$ cat config.mk
export PLATFORM = sky130hd
export DESIGN_NAME = btn_event_classifier
export DESIGN_NICKNAME = d
export VERILOG_FILES = /design/src/rtl/btn_event_classifier.sv
export SDC_FILE = /design/constraint.sdc
export NUM_CORES = 1
export LEC_CHECK = 0
export ABC_CLOCK_PERIOD_IN_PS = 2400
export CAP_MARGIN = 10
export CORE_MARGIN = 2
export CORE_UTILIZATION = 53
export DETAILED_ROUTE_END_ITERATION = 8
export HOLD_SLACK_MARGIN = 0.12
export MAX_ROUTING_LAYER = met4
export PLACE_DENSITY = 0.76
export SYNTH_ARGS = -nofsm -noshare
export SYNTH_HDL_FRONTEND = slang
export SYNTH_SLANG_ARGS = --single-unit
export TNS_END_PERCENT = 5
$ cat constraint.sdc
create_clock -name clk -period 2.4 [get_ports clk]
set_clock_uncertainty 0.15 [all_clocks]
set_input_delay 0.48 -clock clk [delete_from_list [all_inputs] [get_ports clk]]
set_output_delay 0.48 -clock clk [all_outputs]
set_load 0.05 [all_outputs]
$ cat src/rtl/btn_event_classifier.sv
// Classifies debounced active-low button gestures into short, long and double
// presses; emits one-cycle event pulses and a wrapping event counter.
module btn_event_classifier #(
  parameter int CLK_FREQ      = 50_000_000,
  parameter int LONG_PRESS_MS = 1000,
  parameter int DOUBLE_GAP_MS = 300
) (
  input  logic       clk,
  input  logic       rst,
  input  logic       btn_db_i,
  output logic       pressed_o,
  output logic       short_o,
  output logic       long_o,
  output logic       double_o,
  output logic [7:0] evt_cnt_o
);

  localparam int LONG_CYC = CLK_FREQ / 1000 * LONG_PRESS_MS;
  localparam int GAP_CYC  = CLK_FREQ / 1000 * DOUBLE_GAP_MS;
  localparam int MAX_CYC  = (LONG_CYC > GAP_CYC) ? LONG_CYC : GAP_CYC;
  localparam int CNT_W    = $clog2(MAX_CYC) + 1;

  localparam logic [CNT_W-1:0] LONG_LAST = CNT_W'(LONG_CYC - 1);
  localparam logic [CNT_W-1:0] GAP_LAST  = CNT_W'(GAP_CYC - 1);

  generate
    if (LONG_CYC < 2 || GAP_CYC < 2) begin : g_bad_cfg
      $error("btn_event_classifier: LONG_CYC and GAP_CYC must both be >= 2");
    end
  endgenerate

  typedef enum logic [2:0] {
    S_ARM,
    S_IDLE,
    S_PRESS1,
    S_LONG_HELD,
    S_WAIT_GAP,
    S_PRESS2
  } state_t;

  state_t           r_state;
  state_t           w_state_next;
  logic [CNT_W-1:0] r_cnt;
  logic [CNT_W-1:0] w_cnt_next;
  logic             w_short_next;
  logic             w_long_next;
  logic             w_double_next;
  logic             w_evt;

  logic             r_pressed;
  logic             r_short;
  logic             r_long;
  logic             r_double;
  logic [7:0]       r_evt_cnt;

  always_comb begin
    w_state_next  = r_state;
    w_cnt_next    = r_cnt;
    w_short_next  = 1'b0;
    w_long_next   = 1'b0;
    w_double_next = 1'b0;
    case (r_state)
      // ARM swallows a press that was already held when reset released.
      S_ARM: begin
        if (btn_db_i) w_state_next = S_IDLE;
      end
      S_IDLE: begin
        if (!btn_db_i) begin
          w_state_next = S_PRESS1;
          w_cnt_next   = '0;
        end
      end
      S_PRESS1: begin
        if (btn_db_i) begin
          w_state_next = S_WAIT_GAP;
          w_cnt_next   = '0;
        end else if (r_cnt == LONG_LAST) begin
          w_long_next  = 1'b1;
          w_state_next = S_LONG_HELD;
        end else begin
          w_cnt_next = r_cnt + CNT_W'(1);
        end
      end
      S_LONG_HELD: begin
        if (btn_db_i) w_state_next = S_IDLE;
      end
      // A press on the timeout edge itself still counts as a double.
      S_WAIT_GAP: begin
        if (!btn_db_i) begin
          w_double_next = 1'b1;
          w_state_next  = S_PRESS2;
        end else if (r_cnt == GAP_LAST) begin
          w_short_next = 1'b1;
          w_state_next = S_IDLE;
        end else begin
          w_cnt_next = r_cnt + CNT_W'(1);
        end
      end
      S_PRESS2: begin
        if (btn_db_i) w_state_next = S_IDLE;
      end
      default: begin
        w_state_next = S_ARM;
      end
    endcase
  end

  assign w_evt = w_short_next | w_long_next | w_double_next;

  always_ff @(posedge clk) begin
    if (rst) begin
      r_state   <= S_ARM;
      r_cnt     <= '0;
      r_pressed <= 1'b0;
      r_short   <= 1'b0;
      r_long    <= 1'b0;
      r_double  <= 1'b0;
      r_evt_cnt <= 8'd0;
    end else begin
      r_state   <= w_state_next;
      r_cnt     <= w_cnt_next;
      r_pressed <= ~btn_db_i;
      r_short   <= w_short_next;
      r_long    <= w_long_next;
      r_double  <= w_double_next;
      if (w_evt) r_evt_cnt <= r_evt_cnt + 8'd1;
    end
  end

  assign pressed_o = r_pressed;
  assign short_o   = r_short;
  assign long_o    = r_long;
  assign double_o  = r_double;
  assign evt_cnt_o = r_evt_cnt;

endmodule

Yosys cells after proc, flatten, opt, wreduce, memory -nomap -nowiden
Index checks and enable logic that the tools add are counted.
{"block": "totals", "ff_bits": 42, "latchBits": 0, "mem_bits_rw": 0, "romBits": 0, "input_bits": 3, "output_inout_bits": 12, "wordCells": 52, "memories": 0}
{"block": "op_classes", "addsub": 2, "n_mul": 0, "div": 0, "n_lt_le_gt_ge": 0, "eq_ne": 14, "shift": 0, "mux": 21, "n_bitwise": 3, "n_reduce_logical": 5}
{"cell": "27-bit 2-to-1 mux", "count": 5}
{"cell": "27-bit case mux with 3 select lines", "count": 1}
{"cell": "27-bit by 1-bit adder with 27-bit output, second input constant", "count": 1}
{"cell": "27-bit by 24-bit == test with 1-bit output, second input constant", "count": 1}
{"cell": "27-bit by 26-bit == test with 1-bit output, second input constant", "count": 1}
{"cell": "3-bit 2-to-1 mux", "count": 6}
{"cell": "3-bit case mux with 4 select lines", "count": 1}
{"cell": "3-bit != test, second input constant", "count": 3}
{"cell": "8-bit by 1-bit adder with 8-bit output, second input constant", "count": 1}
{"cell": "1-bit 2-to-1 mux", "count": 8}
{"cell": "3-bit by 2-bit == test with 1-bit output, second input constant", "count": 2}
{"cell": "3-bit == test, second input constant", "count": 2}
{"cell": "2-bit != test, second input constant", "count": 3}
{"cell": "5-bit AND reduction", "count": 1}
{"cell": "4-bit AND reduction", "count": 1}
{"cell": "3-bit by 1-bit == test with 1-bit output, second input constant", "count": 1}
{"cell": "3-bit logical NOT", "count": 1}
{"cell": "3-bit nonzero test", "count": 1}
{"cell": "3-bit OR reduction", "count": 1}
{"cell": "2-bit by 1-bit != test with 1-bit output, second input constant", "count": 1}
{"cell": "1-bit OR", "count": 2}
{"cell": "1-bit NOT", "count": 1}

Longest topological paths before layout
{"block": "logic_depth", "depth_word": 6, "mapped_depth": 9, "mapped_depth_nobuf": 7}

Least setup slack after synthesis
OpenSTA, ideal clock, no wires.
{"block": "synth_timing", "path_kind": "reg2reg", "startpoint": "register r_cnt[6]", "endpoint": "register r_cnt[7]", "setup_ps": 124, "t_arrival_ps": 2232, "required_ps": 2126, "setup_slack_ps": -106, "stages_incl_launch_ff": 9, "n_path_buf": 2, "synth_period_minus_slack_ps": 2506, "cell_sequence": "dfxtp_1 -> or4_1 -> or4_4 -> o21bai_2 -> o211a_4 -> or2_1 -> buf_2 -> buf_6 -> o21ai_0"}
{"block": "synth_between", "elab_chain_cells": 4, "elab_cells_between_ends": 11, "cone_classes": "add/sub: 1; eq/ne: 4; mux: 5; reduce/logical: 1"}
{"item": "start, declared", "line_no": "43", "rtl": "logic [CNT_W-1:0] r_cnt;"}
{"item": "start signal, assigned", "line_no": "121", "rtl": "r_cnt <= w_cnt_next;"}
{"item": "27-bit by 1-bit adder with 27-bit output", "line_no": "81, 96"}
{"item": "27-bit 2-to-1 mux, on equally long branches", "line_no": "92, 77"}
{"item": "27-bit 2-to-1 mux, on equally long branches", "line_no": "89, 74"}
{"item": "27-bit case mux with 3 select lines", "line_no": "62", "rtl": "case (r_state)"}
Parallel ways exist; a longest one is shown, timed or not. The select of a mux whose other input is x is not followed.
A chain may end at the register's enable or synchronous reset.

Worst setup path after layout
{"block": "layout_timing", "startpoint": "register r_cnt[17]", "endpoint": "register r_evt_cnt[4] (netlist: evt_cnt_o[4])"}
{"block": "layout_between", "elab_chain_cells": 6, "elab_cells_between_ends": 10, "cone_classes": "eq/ne: 2; mux: 6; bitwise: 2"}
{"item": "27-bit by 24-bit == test with 1-bit output / 27-bit by 26-bit == test with 1-bit output (equally long branches)", "line_no": "92, 77"}
{"item": "1-bit 2-to-1 mux, on equally long branches", "line_no": "92, 77"}
{"item": "1-bit 2-to-1 mux, on equally long branches", "line_no": "89, 74"}
{"item": "1-bit 2-to-1 mux", "line_no": "62"}
{"item": "1-bit OR (*) (2 in series)", "line_no": "108", "rtl": "assign w_evt = w_short_next | w_long_next | w_double_next;"}
{"item": "end signal, assigned", "line_no": "126", "rtl": "if (w_evt) r_evt_cnt <= r_evt_cnt + 8'd1;"}
{"item": "end, declared", "line_no": "54", "rtl": "logic [7:0] r_evt_cnt;"}
Mark *: on every way between the ends. The rest lies on a longest branch, timed or not.

==> impl_results.html <==
<table>
<tr><th>Metric</th><th>Value</th></tr>
<tr><th colspan="2">Drt</th></tr>
<tr><td>Drt via density</td><td>approximately 6.1</td></tr>
<tr><td>Total Wirelength</td><td>just under 6000 um</td></tr>
<tr><td>Post-DRT Antenna Nets</td><td>0</td></tr>
<tr><td>Starting DRT DRC Count</td><td>around 120</td></tr>
<tr><td>Routed wire length per instance</td><td>~15 um</td></tr>
<tr><td>Vias after detailed routing</td><td>~2300</td></tr>
<tr><td>Number of iterations in the first detailed-routing pass</td><td>4</td></tr>
<tr><td>Number of DRC violations after detailed routing</td><td>0</td></tr>
<tr><th colspan="2">Logic synthesis</th></tr>
<tr><td>Compound-Gate Fraction of Synth Area</td><td>between 20% and 30%</td></tr>
<tr><td>Simple-gate portion of the synthesized area</td><td>a little under a third</td></tr>
<tr><td>Number of register bits inferred by synthesis</td><td>42</td></tr>
<tr><td>Cell area after technology mapping</td><td>~2200 sq um</td></tr>
<tr><td>Fraction of synthesized area in multiplexers</td><td>less than 1%</td></tr>
<tr><td>Library cells used by synthesis</td><td>53</td></tr>
<tr><td>Xor and xnor fraction of the mapped netlist area</td><td>around 1.2%</td></tr>
<tr><td>Number of synthesized flops with an enable pin</td><td>0</td></tr>
<tr><td>Synth Area in Adders</td><td>between 1 and 1.5%</td></tr>
<tr><td>Warning count from the yosys run</td><td>0</td></tr>
<tr><td>Proportion of synthesized flip-flops having asynchronous set or reset</td><td>0%</td></tr>
<tr><td>Main combinational cell family by area after synthesis</td><td>simple AND/OR/NAND/NOR gates</td></tr>
<tr><td>Post-Synthesis Cells</td><td>between 200 and 300</td></tr>
<tr><td>Portion of the post-synthesis area used by sequential elements</td><td>37.77%</td></tr>
<tr><td>Mapped Avg Cell Area</td><td>between 8 and 9 sq um</td></tr>
<tr><td>Number of nets in the synthesized netlist</td><td>roughly 280</td></tr>
<tr><td>Most instantiated flip-flop cell in the synthesis netlist</td><td>dfxtp_1</td></tr>
<tr><th colspan="2">CTS</th></tr>
<tr><td>Clock buffers created by TritonCTS</td><td>5</td></tr>
<tr><td>Clock tree root driver cell</td><td>clkbuf_8</td></tr>
<tr><td>Clk sink count</td><td>42</td></tr>
<tr><td>Clock latency on the worst-skew pair</td><td>roughly 0.30 ns</td></tr>
<tr><td>Clock transition at the register clock pins on the worst setup and hold paths after CTS</td><td>around 0.08 ns</td></tr>
<tr><td>TritonCTS clock tree</td><td>built</td></tr>
<tr><td>Total of hold buffers inserted after clock tree synthesis</td><td>0</td></tr>
<tr><td>CTS HTree Levels</td><td>2</td></tr>
<tr><td>Longest Clk Path Bufs</td><td>2</td></tr>
<tr><th colspan="2">Timing</th></tr>
<tr><td>Number of hold violations in the final report</td><td>0</td></tr>
<tr><td>Worst hold-check slack</td><td>0.3473 ns</td></tr>
<tr><td>Post-route setup TNS</td><td>-1.590 ns</td></tr>
<tr><td>Setup WS post-layout</td><td>-0.1075 ns</td></tr>
<tr><td>Max_slew headroom</td><td>66.79%</td></tr>
<tr><td>Measured slew at the worst slew-check pin</td><td>between 0.4 and 0.5 ns</td></tr>
<tr><td>Share of the clock period used by the worst path</td><td>104.5%</td></tr>
<tr><td>Slew Limit Fails</td><td>0</td></tr>
<tr><td>Final min period</td><td>approximately 2.5 ns</td></tr>
<tr><td>Unrepaired setup endpoints after global routing</td><td>true</td></tr>
<tr><td>Highest clock rate</td><td>398.8 MHz</td></tr>
<tr><td>Final number of setup-violating endpoints</td><td>30</td></tr>
<tr><th colspan="2">Flow run</th></tr>
<tr><td>Max-capacitance violation count</td><td>0</td></tr>
<tr><th colspan="2">GRT</th></tr>
<tr><td>Largest net degree at the start of global routing</td><td>18</td></tr>
<tr><td>Vias in the first global route</td><td>between 2000 and 2500</td></tr>
<tr><td>Initial antenna violation count</td><td>0</td></tr>
<tr><td>Overall Global Routing Usage</td><td>approximately 28%</td></tr>
<tr><td>Final global-route overflow total</td><td>0</td></tr>
<tr><td>Global-route wire length before repair</td><td>around 9500 um</td></tr>
<tr><th colspan="2">Setup path</th></tr>
<tr><td>Worst path cell trace</td><td>or4_1 &gt; or4_4 &gt; o31ai_4 &gt; buf_4 &gt; o21ai_2 &gt; or3_4 &gt; a21oi_2</td></tr>
<tr><td>WP data arrival</td><td>between 2 and 3 ns</td></tr>
<tr><td>Critical path class</td><td>reg -&gt; reg</td></tr>
<tr><td>Kind of end point of the critical path</td><td>flop</td></tr>
<tr><td>Category of the worst setup path launch point</td><td>flop</td></tr>
<tr><td>Required time at the endpoint of the critical path</td><td>~2.5 ns</td></tr>
<tr><td>Highest-delay cell along the critical path</td><td>or4_4</td></tr>
<tr><td>Critical path fanouts, max</td><td>3</td></tr>
<tr><td>Biggest cell delay along the critical path</td><td>0.52 ns</td></tr>
<tr><th colspan="2">Place</th></tr>
<tr><td>Cell area after placement</td><td>roughly 2700 sq um</td></tr>
<tr><td>Detailed Place HPWL</td><td>approximately 4200 um</td></tr>
<tr><td>Pre-CTS worst setup slack</td><td>-0.3939 ns</td></tr>
<tr><td># port buffers</td><td>14</td></tr>
<tr><td>RD Place Congestion</td><td>around 0.86</td></tr>
<tr><td>Number of instances in the placed design</td><td>roughly 370</td></tr>
<tr><th colspan="2">Layout</th></tr>
<tr><td>Multi-input gate area</td><td>roughly 1400 sq um</td></tr>
<tr><td>Area of all placed cells without fillers</td><td>2903 sq um</td></tr>
<tr><td>Filler-free cell count of the finished design</td><td>377</td></tr>
<tr><td>Growth of design area from synthesis to finish</td><td>30.41%</td></tr>
<tr><td>Net total in the final layout</td><td>roughly 330</td></tr>
<tr><td>Fillers</td><td>approximately 310</td></tr>
<tr><td>Footprint of the flip-flops and latches</td><td>between 800 and 900 sq um</td></tr>
<tr><td>Share of cells above drive strength 1</td><td>21.71%</td></tr>
<tr><td>Antenna fix cells</td><td>0</td></tr>
<tr><td>Core occupancy in the finished layout</td><td>between 70% and 80%</td></tr>
<tr><th colspan="2">Die</th></tr>
<tr><td>Overall die height</td><td>a little under 70 um</td></tr>
<tr><td>Initial Util</td><td>between 50% and 60%</td></tr>
<tr><td>Ports placed on the boundary</td><td>15</td></tr>
<tr><td>Core Area</td><td>between 4000 and 5000 sq um</td></tr>
<tr><td>Full die area</td><td>around 4700 sq um</td></tr>
<tr><td>Die Width</td><td>slightly below 70 um</td></tr>
<tr><td>Rows</td><td>23</td></tr>
<tr><th colspan="2">Pwr</th></tr>
<tr><td>P_leak</td><td>between 1 and 1.5 nW</td></tr>
<tr><td>Worst vdd ir</td><td>around 0.27 mV</td></tr>
<tr><td>Final Total Pwr</td><td>between 1 and 1.5 mW</td></tr>
<tr><td>Power per Cell Area</td><td>about 440 nW/um^2</td></tr>
<tr><th colspan="2">Run status</th></tr>
<tr><td>Run status</td><td>complete, but fails checks</td></tr>
<tr><td>Failing checks</td><td>setup timing</td></tr>
<tr><th colspan="2">Hold path</th></tr>
<tr><td>Hold crit path type</td><td>reg -&gt; reg</td></tr>
</table>
routing by layer:
metal | global-route usage, % | up-vias | wire [um]
met1 | 34.67 | 1099 | 2569
met5 | - | - | 0
met4 | 10.78 | 0 | 103
li1 | - | 1132 | -
met3 | 5.682 | 11 | 232
met2 | 43.51 | 56 | 2906
worst max-delay path, delay by kind of cell (launching register included):
kind / cells / cell delay [ns]
AO/OA/AOI/OAI: 3 / 0.41
buffers and inverters: 1 / 0.17
flip-flops: 1 / 0.32
AND/OR/NAND/NOR: 3 / 1.39
kinds of logic (layout without fill, tap and decap cells):
family	Yosys count	count (layout)
simple gates	125	125
compound gates	83	83
buf+inv	14	70
flops	42	42
fa+ha+maj	2	2
xor+xnor	3	3
mux	2	2
repair_timing:
action	in CTS	in global routing
endpoints found under the setup margin	29	36
resized for setup	7	8
pin swaps	8	2
endpoints found under the hold margin	0	0
setup buffers	3	0
final cells by class:
type	instances	share of cell area [%]
clock buffers	7	2.974
clock inverters	1	0.1724
inverters	3	0.3879
multi-input cells	215	47.84
flip-flops and latches	42	29.01
well taps	50	2.155
repair buffers	59	17.46
power breakdown:
| group | total (mW) | leakage, nW | internal (mW) | switching (mW) |
|---|---|---|---|---|
| Sequential | 0.702 | 0.339 | 0.700 | 0.00201 |
| Clock | 0.471 | 0.0482 | 0.232 | 0.239 |
| Combinational | 0.107 | 0.675 | 0.0491 | 0.0580 |
state kept, by name, indices dropped and copies added, names as in the netlist:
| name | flops |
|---|---|
| r_cnt | 27 |
| evt_cnt_o | 8 |
| r_state | 3 |
| double_o | 1 |
| long_o | 1 |
| pressed_o | 1 |
| short_o | 1 |
cell usage after synthesis (3+ instances only):
| master | instances | share of area, % |
|---|---|---|
| o41ai_1 | 3 | 1.2 |
| inv_1 | 3 | 0.51 |
| clkbuf_1 | 6 | 1.0 |
| nand2_1 | 19 | 3.2 |
| xor2_1 | 3 | 1.2 |
| nand2b_1 | 6 | 1.7 |
| a21oi_1 | 18 | 4.0 |
| o31ai_1 | 15 | 5.1 |
| and4_1 | 3 | 1.2 |
| nor3_1 | 5 | 1.1 |
| and3_1 | 8 | 2.2 |
| nor2b_1 | 3 | 0.84 |
| and2_1 | 5 | 1.4 |
| or3_1 | 8 | 2.2 |
| nor2_1 | 27 | 4.6 |
| nand4_1 | 5 | 1.4 |
| nor4_1 | 4 | 1.1 |
| o211ai_1 | 3 | 1.0 |
| o21ai_0 | 28 | 6.3 |
| dfxtp_1 | 42 | 38 |
| or4_1 | 7 | 2.4 |
| nand3_1 | 11 | 2.5 |
| nand3b_1 | 3 | 1.0 |
worst paths after layout:
path	depth (start not counted)	to	slack (ns)	start
max	7	evt_cnt_o[4]$_SDFFE_PP0P_	-0.11	r_cnt[17]$_SDFFE_PP0P_
min	2	evt_cnt_o[7]$_SDFFE_PP0P_	0.35	evt_cnt_o[7]$_SDFFE_PP0P_
max reg2reg	7	evt_cnt_o[4]$_SDFFE_PP0P_	-0.11	r_cnt[17]$_SDFFE_PP0P_
min reg2reg	2	evt_cnt_o[7]$_SDFFE_PP0P_	0.35	evt_cnt_o[7]$_SDFFE_PP0P_
cell usage in the layout, fill, tap and decap left out, types with 8 or more instances in the layout:
cell              n
nand2_1          19
buf_4            42
o31ai_1          15
nor2_1           27
clkdlybuf4s50_1  14
a21oi_1          17
nand3_1          10
o21ai_0          26
dfxtp_1          41
and3_1            8
(Power assumes the default switching activity.)
